`src/rtl/iir_pkg.sv`:
```
// Shared types, tap/state encodings and the inter-section saturator for the
// time-multiplexed biquad cascade.
package iir_pkg;

    typedef logic signed [17:0] coef_t;
    typedef logic signed [44:0] acc_t;
    typedef logic signed [15:0] sample_t;

    localparam int NTAPS     = 5;
    localparam int B_SHIFT   = 8;
    localparam int Y_SHIFT   = 16;
    localparam int OUT_SHIFT = 24;

    typedef enum logic [2:0] {
        B1 = 3'd0,
        B2 = 3'd1,
        B3 = 3'd2,
        A2 = 3'd3,
        A3 = 3'd4
    } tap_e;

    typedef enum logic [1:0] {
        IDLE = 2'd0,
        MAC  = 2'd1,
        WB   = 2'd2
    } state_e;

    function automatic sample_t sat16(input acc_t v);
        if (v > acc_t'(32767))
            return sample_t'(32767);
        else if (v < acc_t'(-32768))
            return sample_t'(-32768);
        else
            return v[15:0];
    endfunction

endpackage

```
`src/rtl/iir_coef_bank.sv`:
```
// Double-buffered coefficient store: host writes land in the shadow bank and
// are promoted to the active bank only at a frame start with a swap pending.
module iir_coef_bank
    import iir_pkg::*;
#(
    parameter int NSEC = 4,
    parameter int AW   = $clog2(NSEC * 5),
    parameter int SW   = (NSEC > 1) ? $clog2(NSEC) : 1
) (
    input  logic          clk,
    input  logic          i_rst,
    input  logic          coef_we,
    input  logic [AW-1:0] coef_addr,
    input  coef_t         coef_wdata,
    input  logic          coef_swap,
    input  logic          load,
    input  logic [SW-1:0] rd_sec,
    input  tap_e          rd_tap,
    output coef_t         rd_coef
);

    localparam int NCOEF = NSEC * NTAPS;

    coef_t         shadow_q [NCOEF];
    coef_t         active_q [NCOEF];
    coef_t         shadow_d [NCOEF];
    logic          swap_pend;
    logic          swap_go;
    logic [AW-1:0] rd_idx;

    // A swap arriving together with the frame start is honoured immediately,
    // and a same-cycle write is part of what gets promoted.
    assign swap_go = load & (swap_pend | coef_swap);

    always_comb begin
        for (int i = 0; i < NCOEF; i++)
            shadow_d[i] = shadow_q[i];
        if (coef_we && (int'(coef_addr) < NCOEF))
            shadow_d[coef_addr] = coef_wdata;
    end

    always_ff @(posedge clk or posedge i_rst) begin
        if (i_rst) begin
            for (int i = 0; i < NCOEF; i++) begin
                shadow_q[i] <= '0;
                active_q[i] <= '0;
            end
            swap_pend <= 1'b0;
        end else begin
            for (int i = 0; i < NCOEF; i++)
                shadow_q[i] <= shadow_d[i];
            if (swap_go)
                for (int i = 0; i < NCOEF; i++)
                    active_q[i] <= shadow_d[i];
            swap_pend <= (swap_pend | coef_swap) & ~load;
        end
    end

    assign rd_idx  = AW'(int'(rd_sec) * NTAPS + int'(rd_tap));
    assign rd_coef = active_q[rd_idx];

endmodule

```
`src/rtl/iir_cascade_sequencer.sv`:
```
// Cascade of NSEC biquads sharing one MAC: five taps per section, one
// write-back cycle, each section's saturated output feeding the next.
module iir_cascade_sequencer
    import iir_pkg::*;
#(
    parameter int NSEC = 4
) (
    input  logic                        clk,
    input  logic                        i_rst,
    input  logic                        lrclk_posedge,
    input  logic                        i_valid,
    input  logic signed [15:0]          x_in,
    input  logic                        coef_we,
    input  logic [$clog2(NSEC*5)-1:0]   coef_addr,
    input  logic signed [17:0]          coef_wdata,
    input  logic                        coef_swap,
    output logic signed [20:0]          audio_out,
    output logic                        o_out_valid,
    output logic                        o_busy,
    output logic                        o_overrun
);

    localparam int AW = $clog2(NSEC * NTAPS);
    localparam int SW = (NSEC > 1) ? $clog2(NSEC) : 1;

    state_e        state;
    logic [SW-1:0] sec;
    tap_e          tap;
    acc_t          acc;
    sample_t       xin;
    sample_t       x1_q [NSEC];
    sample_t       x2_q [NSEC];
    acc_t          y1_q [NSEC];
    acc_t          y2_q [NSEC];

    coef_t         coef;
    acc_t          mul_a;
    acc_t          prod;
    acc_t          mac_term;
    acc_t          y_new;
    acc_t          s_out;
    logic          frame_start;
    logic          last_sec;

    assign frame_start = (state == IDLE) & lrclk_posedge & i_valid;
    assign last_sec    = (sec == SW'(NSEC - 1));
    assign o_overrun   = lrclk_posedge & o_busy;

    iir_coef_bank #(
        .NSEC (NSEC),
        .AW   (AW),
        .SW   (SW)
    ) u_coef_bank (
        .clk        (clk),
        .i_rst      (i_rst),
        .coef_we    (coef_we),
        .coef_addr  (coef_addr),
        .coef_wdata (coef_wdata),
        .coef_swap  (coef_swap),
        .load       (frame_start),
        .rd_sec     (sec),
        .rd_tap     (tap),
        .rd_coef    (coef)
    );

    // Feed-forward products carry 8 extra fraction bits so they line up with
    // the y history, which is kept at acc >>> 16 rather than at sample scale.
    always_comb begin
        mul_a = '0;
        case (tap)
            B1:      mul_a = acc_t'(xin);
            B2:      mul_a = acc_t'(x1_q[sec]);
            B3:      mul_a = acc_t'(x2_q[sec]);
            A2:      mul_a = y1_q[sec];
            A3:      mul_a = y2_q[sec];
            default: mul_a = '0;
        endcase
        prod     = mul_a * acc_t'(coef);
        mac_term = (tap == A2 || tap == A3) ? prod : (prod <<< B_SHIFT);
        y_new    = acc >>> Y_SHIFT;
        s_out    = acc >>> OUT_SHIFT;
    end

    always_ff @(posedge clk or posedge i_rst) begin
        if (i_rst) begin
            state       <= IDLE;
            sec         <= '0;
            tap         <= B1;
            acc         <= '0;
            xin         <= '0;
            audio_out   <= '0;
            o_out_valid <= 1'b0;
            o_busy      <= 1'b0;
            for (int i = 0; i < NSEC; i++) begin
                x1_q[i] <= '0;
                x2_q[i] <= '0;
                y1_q[i] <= '0;
                y2_q[i] <= '0;
            end
        end else begin
            o_out_valid <= 1'b0;
            if (!i_valid) begin
                state     <= IDLE;
                sec       <= '0;
                tap       <= B1;
                acc       <= '0;
                xin       <= '0;
                audio_out <= '0;
                o_busy    <= 1'b0;
                for (int i = 0; i < NSEC; i++) begin
                    x1_q[i] <= '0;
                    x2_q[i] <= '0;
                    y1_q[i] <= '0;
                    y2_q[i] <= '0;
                end
            end else begin
                case (state)
                    IDLE: begin
                        if (lrclk_posedge) begin
                            xin    <= x_in;
                            acc    <= '0;
                            sec    <= '0;
                            tap    <= B1;
                            o_busy <= 1'b1;
                            state  <= MAC;
                        end
                    end
                    MAC: begin
                        acc <= acc + mac_term;
                        if (tap == A3)
                            state <= WB;
                        else
                            tap <= tap_e'(tap + 3'd1);
                    end
                    WB: begin
                        x2_q[sec] <= x1_q[sec];
                        x1_q[sec] <= xin;
                        y2_q[sec] <= y1_q[sec];
                        y1_q[sec] <= y_new;
                        xin       <= sat16(s_out);
                        acc       <= '0;
                        tap       <= B1;
                        if (last_sec) begin
                            audio_out   <= {s_out[44], s_out[19:0]};
                            o_out_valid <= 1'b1;
                            o_busy      <= 1'b0;
                            state       <= IDLE;
                        end else begin
                            sec   <= sec + SW'(1);
                            state <= MAC;
                        end
                    end
                    default: state <= IDLE;
                endcase
            end
        end
    end

endmodule

```
`config.mk`:
```
export PLATFORM = sky130hd
export DESIGN_NAME = iir_cascade_sequencer
export DESIGN_NICKNAME = d
export VERILOG_FILES = /design/src/rtl/iir_pkg.sv /design/src/rtl/iir_coef_bank.sv /design/src/rtl/iir_cascade_sequencer.sv
export SDC_FILE = /design/constraint.sdc
export NUM_CORES = 2
export LEC_CHECK = 0
export ABC_AREA = 1
export BUFFER_PORTS_ARGS = -buffer_cell sky130_fd_sc_hd__buf_2
export CORE_MARGIN = 3
export CORE_UTILIZATION = 60
export CTS_CLUSTER_DIAMETER = 40
export DETAILED_ROUTE_END_ITERATION = 16
export HOLD_SLACK_MARGIN = 0.02
export PLACE_DENSITY = 0.76
export SYNTH_ARGS = -nofsm -noshare
export SYNTH_HDL_FRONTEND = slang
export SYNTH_HIERARCHICAL = 1
export SYNTH_SLANG_ARGS = --single-unit
```
`constraint.sdc`:
```
create_clock -name clk -period 25.1 [get_ports clk]
set_input_delay 0 -clock clk [delete_from_list [all_inputs] [get_ports clk]]
set_output_delay 0 -clock clk [all_outputs]
set_load 0.01 [all_outputs]
```
==> results_tabular.tex <==
\begin{tabular}{lr}
\hline
Metric & Value \\
\hline
\multicolumn{2}{l}{\textbf{Hold path}} \\
\quad Path category of the worst min-delay check & in -> reg \\
\multicolumn{2}{l}{\textbf{Drt}} \\
\quad Post-detailed-routing wire length & 220,000 µm \\
\quad Remaining design rule violation count & 0 \\
\quad Routed via count & $\sim$62,000 \\
\quad Vias per std cell & 5.97 \\
\quad Routed length per instance & around 21 µm \\
\quad Number of DRC markers in iteration 0 & $\sim$8,000 \\
\quad Final ANT Viol Nets & 0 \\
\quad First drt pass iteration count & 8 \\
\multicolumn{2}{l}{\textbf{Synthesis}} \\
\quad Leading area contributor after synthesis & sky130\_fd\_sc\_hd\_\_dfrtp\_1 \\
\quad Syn Area/Cell & around 8.2 µm² \\
\quad Number of nets in the synthesized netlist & between 9,000 and 10,000 \\
\quad Cell types with the largest area share after synthesis & sky130\_fd\_sc\_hd\_\_dfrtp\_1, sky130\_fd\_sc\_hd\_\_fa\_1, sky130\_fd\_sc\_hd\_\_nand2\_1 \\
\quad Synth Warn \# & 6 \\
\quad Share of the synthesized area in the top cell type & between 40\% and 50\% \\
\quad Asr flop ratio synth & between 90\% and 100\% \\
\quad Count of flip-flops with a built-in enable after synthesis & 0 \\
\quad Most used DFF post-synth & sky130\_fd\_sc\_hd\_\_dfrtp\_1 \\
\quad Post-Synthesis Cell Area & slightly above 70,000 µm² \\
\quad Post-synthesis sequential area ratio & about 41\% \\
\quad Synth Instances & between 8,000 and 9,000 \\
\quad Flip-flop and latch count after synthesis & about 1,200 \\
\quad Number of unique standard cell types used by synthesis & 58 \\
\multicolumn{2}{l}{\textbf{CTS}} \\
\quad Count of clock tree sinks & 1,172 \\
\quad Worst-Skew Late Latency & approximately 0.8 ns \\
\quad Clock transition time at the flip-flop clock pins of the worst setup and hold paths & 0.06 ns \\
\quad Total of cells resized after clock tree synthesis & 0 \\
\quad TritonCTS clock tree & built \\
\quad Number of buffers inserted during clock tree synthesis & $\sim$150 \\
\quad Root cell of the clock tree & sky130\_fd\_sc\_hd\_\_clkbuf\_16 \\
\quad CTS max path bufs & 3 \\
\quad H-tree depth & 4 \\
\multicolumn{2}{l}{\textbf{Cells and area}} \\
\quad Synth-to-Final Area Change & 9.67\% \\
\quad Total non-filler cell area in the finished layout & approximately 80,000 µm² \\
\quad Filler instances & 9,718 \\
\quad Proportion of layout cells with a drive suffix above 1 & between 6 and 7\% \\
\quad Util after Layout & between 60\% and 70\% \\
\quad Nets & 9,403 \\
\multicolumn{2}{l}{\textbf{Timing}} \\
\quad Fmax & approximately 77 MHz \\
\quad Setup skew after layout & about 0.056 ns \\
\quad Sum of negative setup slack & 0 ns \\
\quad Final setup violation count & 0 \\
\quad Hold Violations, Final & 0 \\
\quad Worst Max-Slew Pin Slew & approximately 1.3 ns \\
\quad Unrepaired setup endpoints after global routing & no \\
\quad Slew headroom & between 10\% and 20\% \\
\quad Count of pins over their slew limit & 0 \\
\quad Share of the clock period used by the worst path after layout & around 52\% \\
\quad Period minus WS final & $\sim$13 ns \\
\multicolumn{2}{l}{\textbf{Floorplanning}} \\
\quad Total core area & 119,000 µm² \\
\quad Starting Density & around 60\% \\
\quad Overall die area & approximately 120,000 µm² \\
\quad Chip height & 353 µm \\
\quad Number of top-level design ports & 69 \\
\quad Width of the chip & 353 µm \\
\quad Cell Rows & 126 \\
\multicolumn{2}{l}{\textbf{Placement}} \\
\quad Half-perimeter wire length of the detailed placement result & $\sim$140,000 µm \\
\quad Total placed instance area & roughly 73,000 µm² \\
\quad Number of port buffers & 68 \\
\quad Placer congestion estimate & slightly above 1 \\
\multicolumn{2}{l}{\textbf{Setup path}} \\
\quad Family with the most delay on the worst path & adder cells \\
\quad Endpoint required time on the critical path & 25.67 ns \\
\quad Critical path fanouts, max & 21 \\
\quad Worst path bufs/invs & 10 \\
\quad Element type at the critical path start & flop \\
\quad Class of the most critical setup path & reg -> reg \\
\quad Worst EP arrival & 13.58 ns \\
\quad Slowest cell on crit path & sky130\_fd\_sc\_hd\_\_dfrtp\_1 \\
\quad Worst Setup End Kind & flop \\
\quad Delay of the slowest cell on the worst path & about 1.0 ns \\
\multicolumn{2}{l}{\textbf{Job}} \\
\quad Max Cap Viol & 0 \\
\multicolumn{2}{l}{\textbf{GRT}} \\
\quad GRT Util Overall & 35.5\% \\
\quad Wire length of the first global-routing pass & between 300,000 and 400,000 µm \\
\quad Number of global-route vias before repair & 61,800 \\
\quad Initial antenna violation count & 5 \\
\quad Maximum number of pins on one net before global-route repair & between 200 and 250 \\
\quad Total gr overflow & 0 \\
\multicolumn{2}{l}{\textbf{Run status}} \\
\quad Result of the run & complete, no violations \\
\hline
\end{tabular}
[path summary, 6_finish.rpt]
check                                                    from                                   end  slack (ns)  cells past startpoint
max reg2reg                                tap[2]$_DFFE_PP0P_                   acc[39]$_DFFE_PP0P_       12.09                     44
max in group asynchronous                               i_rst                 y1_q[108]$_DFFE_PP0P_       22.00                      6
min in group asynchronous                               i_rst             audio_out[20]$_DFFE_PP0P_        0.63                      4
min                                              coef_addr[0]  u_coef_bank/active_q[89]$_DFFE_PP0P_        0.13                      6
max                                        tap[2]$_DFFE_PP0P_                   acc[39]$_DFFE_PP0P_       12.09                     44
min reg2reg                u_coef_bank/shadow_q[32]$_DFF_PP0_    u_coef_bank/shadow_q[32]$_DFF_PP0_        0.47                      2
[cell type report]
type / instances / area, µm² / area share, %
multi-input cells: 5716 / 35500 / 44.8
flip-flops and latches: 1172 / 29300 / 37.0
inverters: 1408 / 5310 / 6.70
clock buffers: 179 / 3990 / 5.03
well taps: 1600 / 2000 / 2.52
repair buffers: 242 / 1940 / 2.44
clock inverters: 83 / 1230 / 1.55
diodes: 2 / 5.00 / 0.00631
[Yosys cell counts, types with 10 or more instances]
master                     instances
sky130_fd_sc_hd__nand2_1        2028
sky130_fd_sc_hd__inv_1          1364
sky130_fd_sc_hd__dfrtp_1        1172
sky130_fd_sc_hd__o21ai_0        1079
sky130_fd_sc_hd__nand3_1         602
sky130_fd_sc_hd__fa_1            493
sky130_fd_sc_hd__nor2_1          380
sky130_fd_sc_hd__clkbuf_1        292
sky130_fd_sc_hd__a21oi_1         286
sky130_fd_sc_hd__o21ai_1         186
sky130_fd_sc_hd__ha_1            178
sky130_fd_sc_hd__o22ai_1         150
sky130_fd_sc_hd__buf_2            79
sky130_fd_sc_hd__buf_1            66
sky130_fd_sc_hd__o21ai_2          56
sky130_fd_sc_hd__inv_2            34
sky130_fd_sc_hd__buf_6            29
sky130_fd_sc_hd__nand2_2          24
sky130_fd_sc_hd__nor2_2           23
sky130_fd_sc_hd__buf_4            21
sky130_fd_sc_hd__o211ai_1         21
sky130_fd_sc_hd__a31oi_1          20
sky130_fd_sc_hd__nor3_1           18
sky130_fd_sc_hd__or2_2            18
sky130_fd_sc_hd__xor2_1           17
sky130_fd_sc_hd__o21bai_1         14
sky130_fd_sc_hd__o32ai_1          13
sky130_fd_sc_hd__a21o_1           10
sky130_fd_sc_hd__o221ai_1         10
[logic make-up after synthesis]
kind of cell | share of synthesized area, %
compound gates | 14.1
fa+ha+maj | 16.7
buf+inv | 10.4
xor+xnor | 0.291
mux | 0.0277
flops | 40.5
simple gates | 17.9
[layout by cell type (no fill, tap or decap), types with 13 or more instances in the layout]
cell type,netlist,routed
sky130_fd_sc_hd__a21oi_1,286,286
sky130_fd_sc_hd__a31oi_1,20,20
sky130_fd_sc_hd__buf_2,79,67
sky130_fd_sc_hd__buf_4,21,74
sky130_fd_sc_hd__bufinv_16,0,20
sky130_fd_sc_hd__clkbuf_1,292,14
sky130_fd_sc_hd__clkbuf_16,0,148
sky130_fd_sc_hd__clkbuf_8,0,18
sky130_fd_sc_hd__clkinv_2,0,15
sky130_fd_sc_hd__dfrtp_1,1172,1170
sky130_fd_sc_hd__dlygate4sd3_1,0,97
sky130_fd_sc_hd__fa_1,493,493
sky130_fd_sc_hd__ha_1,178,176
sky130_fd_sc_hd__inv_1,1364,1362
sky130_fd_sc_hd__inv_2,34,31
sky130_fd_sc_hd__inv_6,0,14
sky130_fd_sc_hd__nand2_1,2028,2020
sky130_fd_sc_hd__nand2_2,24,30
sky130_fd_sc_hd__nand3_1,602,602
sky130_fd_sc_hd__nor2_1,380,377
sky130_fd_sc_hd__nor2_2,23,25
sky130_fd_sc_hd__nor3_1,18,18
sky130_fd_sc_hd__o211ai_1,21,21
sky130_fd_sc_hd__o21ai_0,1079,1079
sky130_fd_sc_hd__o21ai_1,186,186
sky130_fd_sc_hd__o21ai_2,56,56
sky130_fd_sc_hd__o21bai_1,14,14
sky130_fd_sc_hd__o22ai_1,150,150
sky130_fd_sc_hd__o32ai_1,13,13
sky130_fd_sc_hd__or2_2,18,18
sky130_fd_sc_hd__xor2_1,17,17
[per-stage QoR]
step	setup WS (ns)	cells	hold slack, ns
floorplan	4.87	8787	0.0980
global placement	12.62	10000	0.266
detailed placement	12.69	10000	0.271
CTS	12.58	10400	0.0302
global route	11.53	10400	0.169
finish	12.09	10400	0.134
[routing by layer]
| layer | vias up | share of wire [%] | track usage, % |
|---|---|---|---|
| met5 | - | 0.0059 | 0 |
| met4 | 2 | 4.1 | 13.6 |
| met3 | 623 | 12 | 9.37 |
| met2 | 3429 | 44 | 53.8 |
| met1 | 30400 | 40 | 49.4 |
| li1 | 27600 | - | - |
[tightest hold or removal path: stages]
cell                      delay (ns)
sky130_fd_sc_hd__buf_2          0.15
sky130_fd_sc_hd__inv_2          0.14
sky130_fd_sc_hd__nor3_4         0.18
sky130_fd_sc_hd__o21ai_0        0.26
sky130_fd_sc_hd__nand2_1        0.06
sky130_fd_sc_hd__o21ai_0        0.07
[sequential cells by signal (all words and copies together) (netlist names)]
name,cells
o_busy,1
x1_q,64
o_out_valid,1
u_coef_bank/shadow_q,360
y1_q,116
tap,3
audio_out,21
state,2
x2_q,64
acc,45
u_coef_bank/swap_pend,1
u_coef_bank/active_q,360
sec,2
xin,16
y2_q,116
[timing repair]
action,4_1_cts,5_1_grt
setup buffers,0,0
hold buffers,97,0
hold endpoints to repair,528,0
Power is not shown: default switching activity piles up to over one toggle a cycle in this logic, so the estimate is an artifact.
